**src/rtl/mips_multicycle_core.sv**
```systemverilog
// Multi-cycle MIPS-subset core: one FSM drives a shared ALU and a single unified
// instruction/data memory port with a req/ready handshake.
module mips_multicycle_core #(
  parameter logic [31:0] RESET_PC = 32'h0000_0000,
  parameter int          ADDR_W   = 32,
  parameter logic [5:0]  HALT_OP  = 6'h3F
) (
  input  logic              clk,
  input  logic              reset,
  output logic              mem_req,
  output logic              mem_we,
  output logic [ADDR_W-1:0] mem_addr,
  output logic [31:0]       mem_wdata,
  input  logic [31:0]       mem_rdata,
  input  logic              mem_ready,
  output logic              retire,
  output logic              halted,
  output logic              illegal,
  output logic [31:0]       pc_out,
  input  logic [4:0]        dbg_sel,
  output logic [31:0]       dbg_data
);

  localparam logic [2:0] S_FETCH  = 3'd0;
  localparam logic [2:0] S_DECODE = 3'd1;
  localparam logic [2:0] S_EXEC   = 3'd2;
  localparam logic [2:0] S_MEM    = 3'd3;
  localparam logic [2:0] S_WB     = 3'd4;
  localparam logic [2:0] S_BRJ    = 3'd5;
  localparam logic [2:0] S_HALT   = 3'd6;

  localparam logic [5:0] OP_RTYPE = 6'h00;
  localparam logic [5:0] OP_J     = 6'h02;
  localparam logic [5:0] OP_BEQ   = 6'h04;
  localparam logic [5:0] OP_ADDI  = 6'h08;
  localparam logic [5:0] OP_LW    = 6'h23;
  localparam logic [5:0] OP_SW    = 6'h2B;

  logic [2:0]  state_q, state_d;
  logic [31:0] pc_q, pc_d, ir_q, ir_d, mdr_q, mdr_d;
  logic [31:0] a_q, a_d, b_q, b_d, alu_q, alu_d;
  logic        halted_q, halted_d, illegal_q, illegal_d;
  logic [31:0] regfile_q [32];

  logic        rf_we;
  logic [4:0]  rf_waddr;
  logic [31:0] rf_wdata;
  logic        retire_c;

  logic [5:0]  opcode;
  logic [4:0]  rs, rt, rd;
  logic [5:0]  funct;
  logic [31:0] imm_sext, addr_sum;

  assign opcode   = ir_q[31:26];
  assign rs       = ir_q[25:21];
  assign rt       = ir_q[20:16];
  assign rd       = ir_q[15:11];
  assign funct    = ir_q[5:0];
  assign imm_sext = {{16{ir_q[15]}}, ir_q[15:0]};
  assign addr_sum = a_q + imm_sext;

  always_comb begin
    state_d   = state_q;
    pc_d      = pc_q;
    ir_d      = ir_q;
    mdr_d     = mdr_q;
    a_d       = a_q;
    b_d       = b_q;
    alu_d     = alu_q;
    halted_d  = halted_q;
    illegal_d = illegal_q;
    rf_we     = 1'b0;
    rf_waddr  = rt;
    rf_wdata  = alu_q;
    retire_c  = 1'b0;
    case (state_q)
      S_FETCH: begin
        if (mem_ready) begin
          ir_d    = mem_rdata;
          pc_d    = pc_q + 32'd4;
          state_d = S_DECODE;
        end
      end
      S_DECODE: begin
        a_d   = regfile_q[rs];
        b_d   = regfile_q[rt];
        alu_d = pc_q + {imm_sext[29:0], 2'b00};
        if (opcode == OP_RTYPE || opcode == OP_ADDI || opcode == OP_LW || opcode == OP_SW) begin
          state_d = S_EXEC;
        end else if (opcode == OP_BEQ || opcode == OP_J) begin
          state_d = S_BRJ;
        end else begin
          state_d   = S_HALT;
          halted_d  = 1'b1;
          illegal_d = (opcode != HALT_OP);
        end
      end
      S_BRJ: begin
        if (opcode == OP_BEQ && a_q == b_q) pc_d = alu_q;
        else if (opcode == OP_J) pc_d = {pc_q[31:28], ir_q[25:0], 2'b00};
        retire_c = 1'b1;
        state_d  = S_FETCH;
      end
      S_EXEC: begin
        if (opcode == OP_RTYPE) begin
          state_d = S_WB;
          case (funct)
            6'h20:   alu_d = a_q + b_q;
            6'h22:   alu_d = a_q - b_q;
            6'h24:   alu_d = a_q & b_q;
            6'h25:   alu_d = a_q | b_q;
            6'h2A:   alu_d = {31'd0, $signed(a_q) < $signed(b_q)};
            default: begin
              state_d   = S_HALT;
              halted_d  = 1'b1;
              illegal_d = 1'b1;
            end
          endcase
        end else begin
          alu_d = addr_sum;
          // Misaligned lw/sw faults here so the memory port never sees it.
          if (opcode != OP_ADDI && addr_sum[1:0] != 2'b00) begin
            state_d   = S_HALT;
            halted_d  = 1'b1;
            illegal_d = 1'b1;
          end else begin
            state_d = (opcode == OP_ADDI) ? S_WB : S_MEM;
          end
        end
      end
      S_MEM: begin
        if (mem_ready) begin
          if (opcode == OP_SW) begin
            retire_c = 1'b1;
            state_d  = S_FETCH;
          end else begin
            mdr_d   = mem_rdata;
            state_d = S_WB;
          end
        end
      end
      S_WB: begin
        rf_we    = 1'b1;
        rf_waddr = (opcode == OP_RTYPE) ? rd : rt;
        rf_wdata = (opcode == OP_LW) ? mdr_q : alu_q;
        retire_c = 1'b1;
        state_d  = S_FETCH;
      end
      default: ;
    endcase
  end

  always_ff @(posedge clk) begin
    if (reset) begin
      state_q   <= S_FETCH;
      pc_q      <= RESET_PC;
      ir_q      <= '0;
      mdr_q     <= '0;
      a_q       <= '0;
      b_q       <= '0;
      alu_q     <= '0;
      halted_q  <= 1'b0;
      illegal_q <= 1'b0;
    end else begin
      state_q   <= state_d;
      pc_q      <= pc_d;
      ir_q      <= ir_d;
      mdr_q     <= mdr_d;
      a_q       <= a_d;
      b_q       <= b_d;
      alu_q     <= alu_d;
      halted_q  <= halted_d;
      illegal_q <= illegal_d;
    end
  end

  // $0 is cleared by reset and never written, so it always reads zero.
  always_ff @(posedge clk) begin
    if (reset) begin
      for (int i = 0; i < 32; i++) regfile_q[i] <= '0;
    end else if (rf_we && rf_waddr != 5'd0) begin
      regfile_q[rf_waddr] <= rf_wdata;
    end
  end

  assign mem_req   = !reset && (state_q == S_FETCH || state_q == S_MEM);
  assign mem_we    = mem_req && (state_q == S_MEM) && (opcode == OP_SW);
  assign mem_addr  = (state_q == S_MEM) ? alu_q[ADDR_W-1:0] : pc_q[ADDR_W-1:0];
  assign mem_wdata = b_q;
  assign retire    = retire_c && !reset;
  assign halted    = halted_q;
  assign illegal   = illegal_q;
  assign pc_out    = pc_q;
  assign dbg_data  = (dbg_sel == 5'd0) ? 32'd0 : regfile_q[dbg_sel];

endmodule
```
**config.mk**
```make
export PLATFORM = sky130hd
export DESIGN_NAME = mips_multicycle_core
export DESIGN_NICKNAME = d
export VERILOG_FILES = /design/src/rtl/mips_multicycle_core.sv
export SDC_FILE = /design/constraint.sdc
export NUM_CORES = 2
export LEC_CHECK = 0
export CAP_MARGIN = 30
export CORE_UTILIZATION = 29
export CTS_CLUSTER_DIAMETER = 40
export CTS_CLUSTER_SIZE = 10
export DETAILED_ROUTE_END_ITERATION = 12
export GPL_ROUTABILITY_DRIVEN = 0
export PLACE_DENSITY = 0.47
export SLEW_MARGIN = 20
export SYNTH_ARGS = -nofsm -noshare
export SYNTH_HDL_FRONTEND = slang
export SYNTH_SLANG_ARGS = --single-unit
```
**constraint.sdc**
```tcl
create_clock -name clk -period 6 [get_ports clk]
set_clock_uncertainty 0.05 [all_clocks]
set_input_delay 1.2 -clock clk [delete_from_list [all_inputs] [get_ports clk]]
set_output_delay 1.2 -clock clk [all_outputs]
set_load 0.05 [all_outputs]
```
== Word-level counts from Yosys, hierarchy flattened ==
Memories as Yosys holds them, arrays and structs flattened. A register that Yosys moved wholly into a read port is not among the register bits.
Cells that the tools add are included.
Storage, ports and cells
  flip-flop bits (word level): 133
  latch bits: 0
  RAM bits: 1024
  memory bits (read-only): 0
  input port bits: 40
  word-level logic and storage cells: 120
  memories kept: 1
Memories
  regfile_q: words 32, width 32, read ports 3, clocked after Yosys merged registers in 2, write ports 32, RTL line 43  | logic [31:0] regfile_q [32];
Cells by class
  $add $sub $neg: 5
  multipliers: 0
  div/mod/pow operators: 0
  magnitude comparators: 1
  eq/ne operators: 27
  shift-type cells: 0
  muxes and demuxes: 44
  bitwise operators: 3
  reductions and logical operators: 31
Operator list (count)
  32-bit two-way mux: 8
  32-bit case mux with 5 select lines: 1
  32-bit case mux with 2 select lines: 2
  32-bit adder: 3
  6-bit equality test (second input constant): 7
  32-bit by 3-bit adder with 32-bit output (second input constant): 1
  32-bit AND: 1
  32-bit equality test: 1
  32-bit less-than comparator: 1
  32-bit OR: 1
  32-bit OR reduction: 1
  32-bit subtractor: 1
  28-bit two-way mux: 1
  3-bit two-way mux: 7
  1-bit two-way mux: 16
  5-bit two-way mux: 3
  3-bit case mux with 5 select lines: 1
  3-bit AND reduction: 4
  2-bit inequality test (second input constant): 5
  5-bit nonzero test: 2
  3-bit inequality test (second input constant): 3
  1-bit logical AND: 7
  7-bit by 2-bit inequality test with 1-bit output (second input constant): 1
  3-bit by 2-bit equality test with 1-bit output (second input constant): 2
  20 further kinds: 31

== Logic depth before layout (Yosys ltp) ==
  depth after elaboration: 10
  gate-level depth with buffers: 13
  mapped depth without buffers: 12

== Least setup slack after synthesis ==
No wires, ideal clock.
  path type: input to output
  start: input dbg_sel[0]
  end: output dbg_data[10]
  arrival: 3.521 ns
  required time: 4.750 ns
  slack: 1.229 ns
  cell stages on the path: 7
  cells stage by stage: clkbuf_1 buf_2 buf_1 mux4_2 mux4_2 mux2i_1 nor2_1
On the way
  word-level cells in the longest chain between the ends: 2
  elaborated cells on any way between the ends: 3
  those cells by class: 1 x mux; 1 x reduce/logical; 1 x memory
RTL lines
  start: declaration: RTL line 20  | input logic [4:0] dbg_sel,
  memory read 32 x 32 bit or 5-bit zero test (tied branches)
  32-bit two-way mux *: RTL line 195  | assign dbg_data = (dbg_sel == 5'd0) ? 32'd0 : regfile_q[dbg_sel];
  end: declaration: RTL line 21  | output logic [31:0] dbg_data
Every way passes the cells marked *; elsewhere a longest branch is shown, timed or not.

== Worst setup path in the final report ==
  start: input dbg_sel[0]
  end: output dbg_data[14]
The elaborated chain is that of the path after synthesis.

==> summary.txt <==
Outcome: finished clean
Startpoint types: primary input
M1 GR Usage: 33.4%
Pin count of the biggest net entering global routing: 141
Area leader, netlist: sky130_fd_sc_hd__edfxtp_1
Die span in y: 516 µm
Total congestion overflow after global routing: 0
Max-cap check violation count: 0
Worst-Skew Late Latency: 0.89 ns
Maximum ir drop on the vdd rail: 0.000369 V
Post-detailed-route count of antenna-violating nets: 0
Longest Clk Path Bufs: 3
Post-layout instance area: 0.0914 mm²
Number of fillers in the final layout: 25400
Start of the worst register-to-register path: state_q[2]$_SDFFE_PP0P_
Layout area overhead: 19.2%
Commonest cells after routing, fill and taps aside: sky130_fd_sc_hd__nor2_1, sky130_fd_sc_hd__edfxtp_1, sky130_fd_sc_hd__mux4_2
Final-layout setup total negative slack: 0 ns
WL per Instance: 35.1 µm
Top flip-flop cell by instance count after synthesis: sky130_fd_sc_hd__edfxtp_1
Standard-cell row count: 188
Worst hold margin: 0.426 ns
Dpl hpwl: 210000 µm
Number of port buffers: 172
Width of the die: 516 µm
Worst setup path start: dbg_sel[0]
Number of gates resized after cts: 0
Area share of the largest cell type after synthesis: 40.1%
Data required time of the worst path: 4.75 ns
Critical-path maximum fanout: 46
Layout cell share with drive strength beyond 1: 28.0%
Endpoint of the worst register-to-register path: regfile_q[6][16]$_SDFFCE_PN0P_
Placeable core region: 0.263 mm²
Count of distinct cell types in the synthesized netlist: 95
TritonCTS clock tree: done
Detailed-route via count: 59600
Worst Setup End Kind: output pin
Number of global-route vias before repair: 56700
Setup repair after global routing missed its margin: false
Overall routed net length: 342000 µm
TritonCTS buffer count: 215
Total iterations of the first detailed-routing run: 8
Grt met2 use: 39.0%
Share of synthesized flip-flops with an asynchronous set or reset: 0%
End of the critical path: dbg_data[14]
Arrival time reported for the critical path endpoint: 4.30 ns
Syn_area_per_cell: 12.8 µm²
Most common cell after layout, fill and taps aside: sky130_fd_sc_hd__nor2_1
Pwr Density: 417 mW/mm²
Antenna violations before repair: 16
Global routing's busiest layer: met2
Yosys warning total: 0
Number of antenna diodes: 0
Classification of the worst-slack hold path: reg -> reg
Worst setup margin: 0.449 ns
Register-to-register path setup slack: 1.27 ns
Iteration-0 DRC Markers: 8519
Quantity of hold-fixing buffers added after cts: 0
Static leakage power: 29.7 nW
Final max-slew violation count: 0
Critical path class: in -> out
Number of instances in the synthesized netlist: 6005
Total track usage: 25.3%
Number of H-tree levels: 4
Count of buffers added by post-CTS timing repair for setup: 0
Netlist area before placement: 0.0767 mm²
Largest cells by area after synthesis: sky130_fd_sc_hd__edfxtp_1, sky130_fd_sc_hd__mux4_2, sky130_fd_sc_hd__nor2_1
Setup slack after placement: 0.303 ns
Final Hold Viols: 0
Tot Pwr: 38.1 mW
Slew @ Worst Pin: 1.10 ns
Placed inst area: 0.0837 mm²
Number of top-level pins: 173
Floorplan die area: 0.267 mm²
Max-Slew Margin vs Limit: 24.5%
Min Clock Period, post-route: 5.55 ns
Wire length of the first global-routing pass: 469000 µm
Root buf cell: sky130_fd_sc_hd__clkbuf_16
Drt via density: 6.11
Setup-violating endpoint count in the final report: 0
Clk pin slew, worst setup/hold paths: 0.05 ns
Sequential area share after synthesis: 45.2%
Number of enable-type register cells in the synthesized netlist: 1024
GR Layer Usage met3: 6.50%
Highest clock frequency the design can meet: 180 MHz
Clock Sinks: 1221
Post-layout nets: 6259
Yosys reg bits: 1221
Remaining routing DRC violations: 0
Depth of the worst register-to-register path: 8
Crit share post-route: 92.5%
Initial core utilization: 29.2%
## cells in the mapped netlist, drive strengths merged, types with 32 or more instances
library cell / n
mux2: 34
nor3: 79
ha: 157
nand2: 348
mux2i: 160
buf: 147
inv: 109
o211ai: 32
o21ai: 135
a21oi: 276
nor2: 1265
a211oi: 103
mux4: 960
nand3: 43
edfxtp: 1024
clkbuf: 431
dfxtp: 197
a21o: 32
xnor2: 37
## power breakdown
part | internal [mW] | switching (mW) | leakage [nW]
Clock | 8.06 | 4.79 | 3.63
Sequential | 9.80 | 1.39 | 12.2
Combinational | 5.19 | 8.87 | 13.9
## worst min path at each step
stage               depth (start not counted)  slack (ns)              startpoint                endpoint
finish                                      2        0.43   mdr_q[8]$_SDFFE_PP0P_   mdr_q[8]$_SDFFE_PP0P_
global route                                2        0.45  mdr_q[13]$_SDFFE_PP0P_  mdr_q[13]$_SDFFE_PP0P_
CTS                                         2        0.43   mdr_q[8]$_SDFFE_PP0P_   mdr_q[8]$_SDFFE_PP0P_
detailed placement                          2        0.42   mdr_q[8]$_SDFFE_PP0P_   mdr_q[8]$_SDFFE_PP0P_
global placement                            2        0.41   mdr_q[8]$_SDFFE_PP0P_   mdr_q[8]$_SDFFE_PP0P_
floorplan                                   2        0.39   mdr_q[0]$_SDFFE_PP0P_   mdr_q[0]$_SDFFE_PP0P_
## final cells by class
class	instances	area, µm²	area share (%)
clock buffers	246	5690	6.22
clock inverters	152	1870	2.05
inverters	111	418	0.457
multi-input cells	4126	40200	44.0
flip-flops and latches	1221	34700	38.0
well taps	3515	4400	4.81
repair buffers	383	4120	4.51
## registers in the layout, summed over array words and instances, names as in the netlist
signal and flops:
state_q 3, mem_wdata 32, alu_q 32, mdr_q 32, illegal 1, ir_q 32
pc_out 32, regfile_q 1024, halted 1, a_q 32
## cells by family (layout without fill, tap and decap cells)
group | Yosys count | count (layout) | share of synthesized area, %
fa+ha+maj | 161 | 161 | 2.66
other cells | 1 | 32 | 0.00489
buf+inv | 689 | 892 | 3.51
mux | 1154 | 1154 | 30.8
xor+xnor | 60 | 60 | 0.685
compound gates | 827 | 827 | 7.01
flops | 1221 | 1221 | 45.2
simple gates | 1892 | 1892 | 10.1
## per-layer routing
layer  routed length (µm)  up-vias
met4                16300       16
met2               154000     4264
met1               133000    31000
li1                     -    23500
met5                   99        -
met3                38100      833
## worst max-delay path: stages
cell	delay, ns
sky130_fd_sc_hd__buf_8	0.45
sky130_fd_sc_hd__buf_12	0.34
sky130_fd_sc_hd__buf_4	0.27
sky130_fd_sc_hd__mux4_2	0.52
sky130_fd_sc_hd__mux4_2	0.49
sky130_fd_sc_hd__mux2i_1	0.53
sky130_fd_sc_hd__buf_4	0.22
sky130_fd_sc_hd__nor2_1	0.04
sky130_fd_sc_hd__buf_4	0.19
## per-stage QoR
step,util (%),instances
global route,34.8,9754
CTS,34.8,9747
finish,34.8,9754
detailed placement,31.9,9349
global placement,31.6,9319
floorplan,-,6036
(Power assumes the default switching activity.)
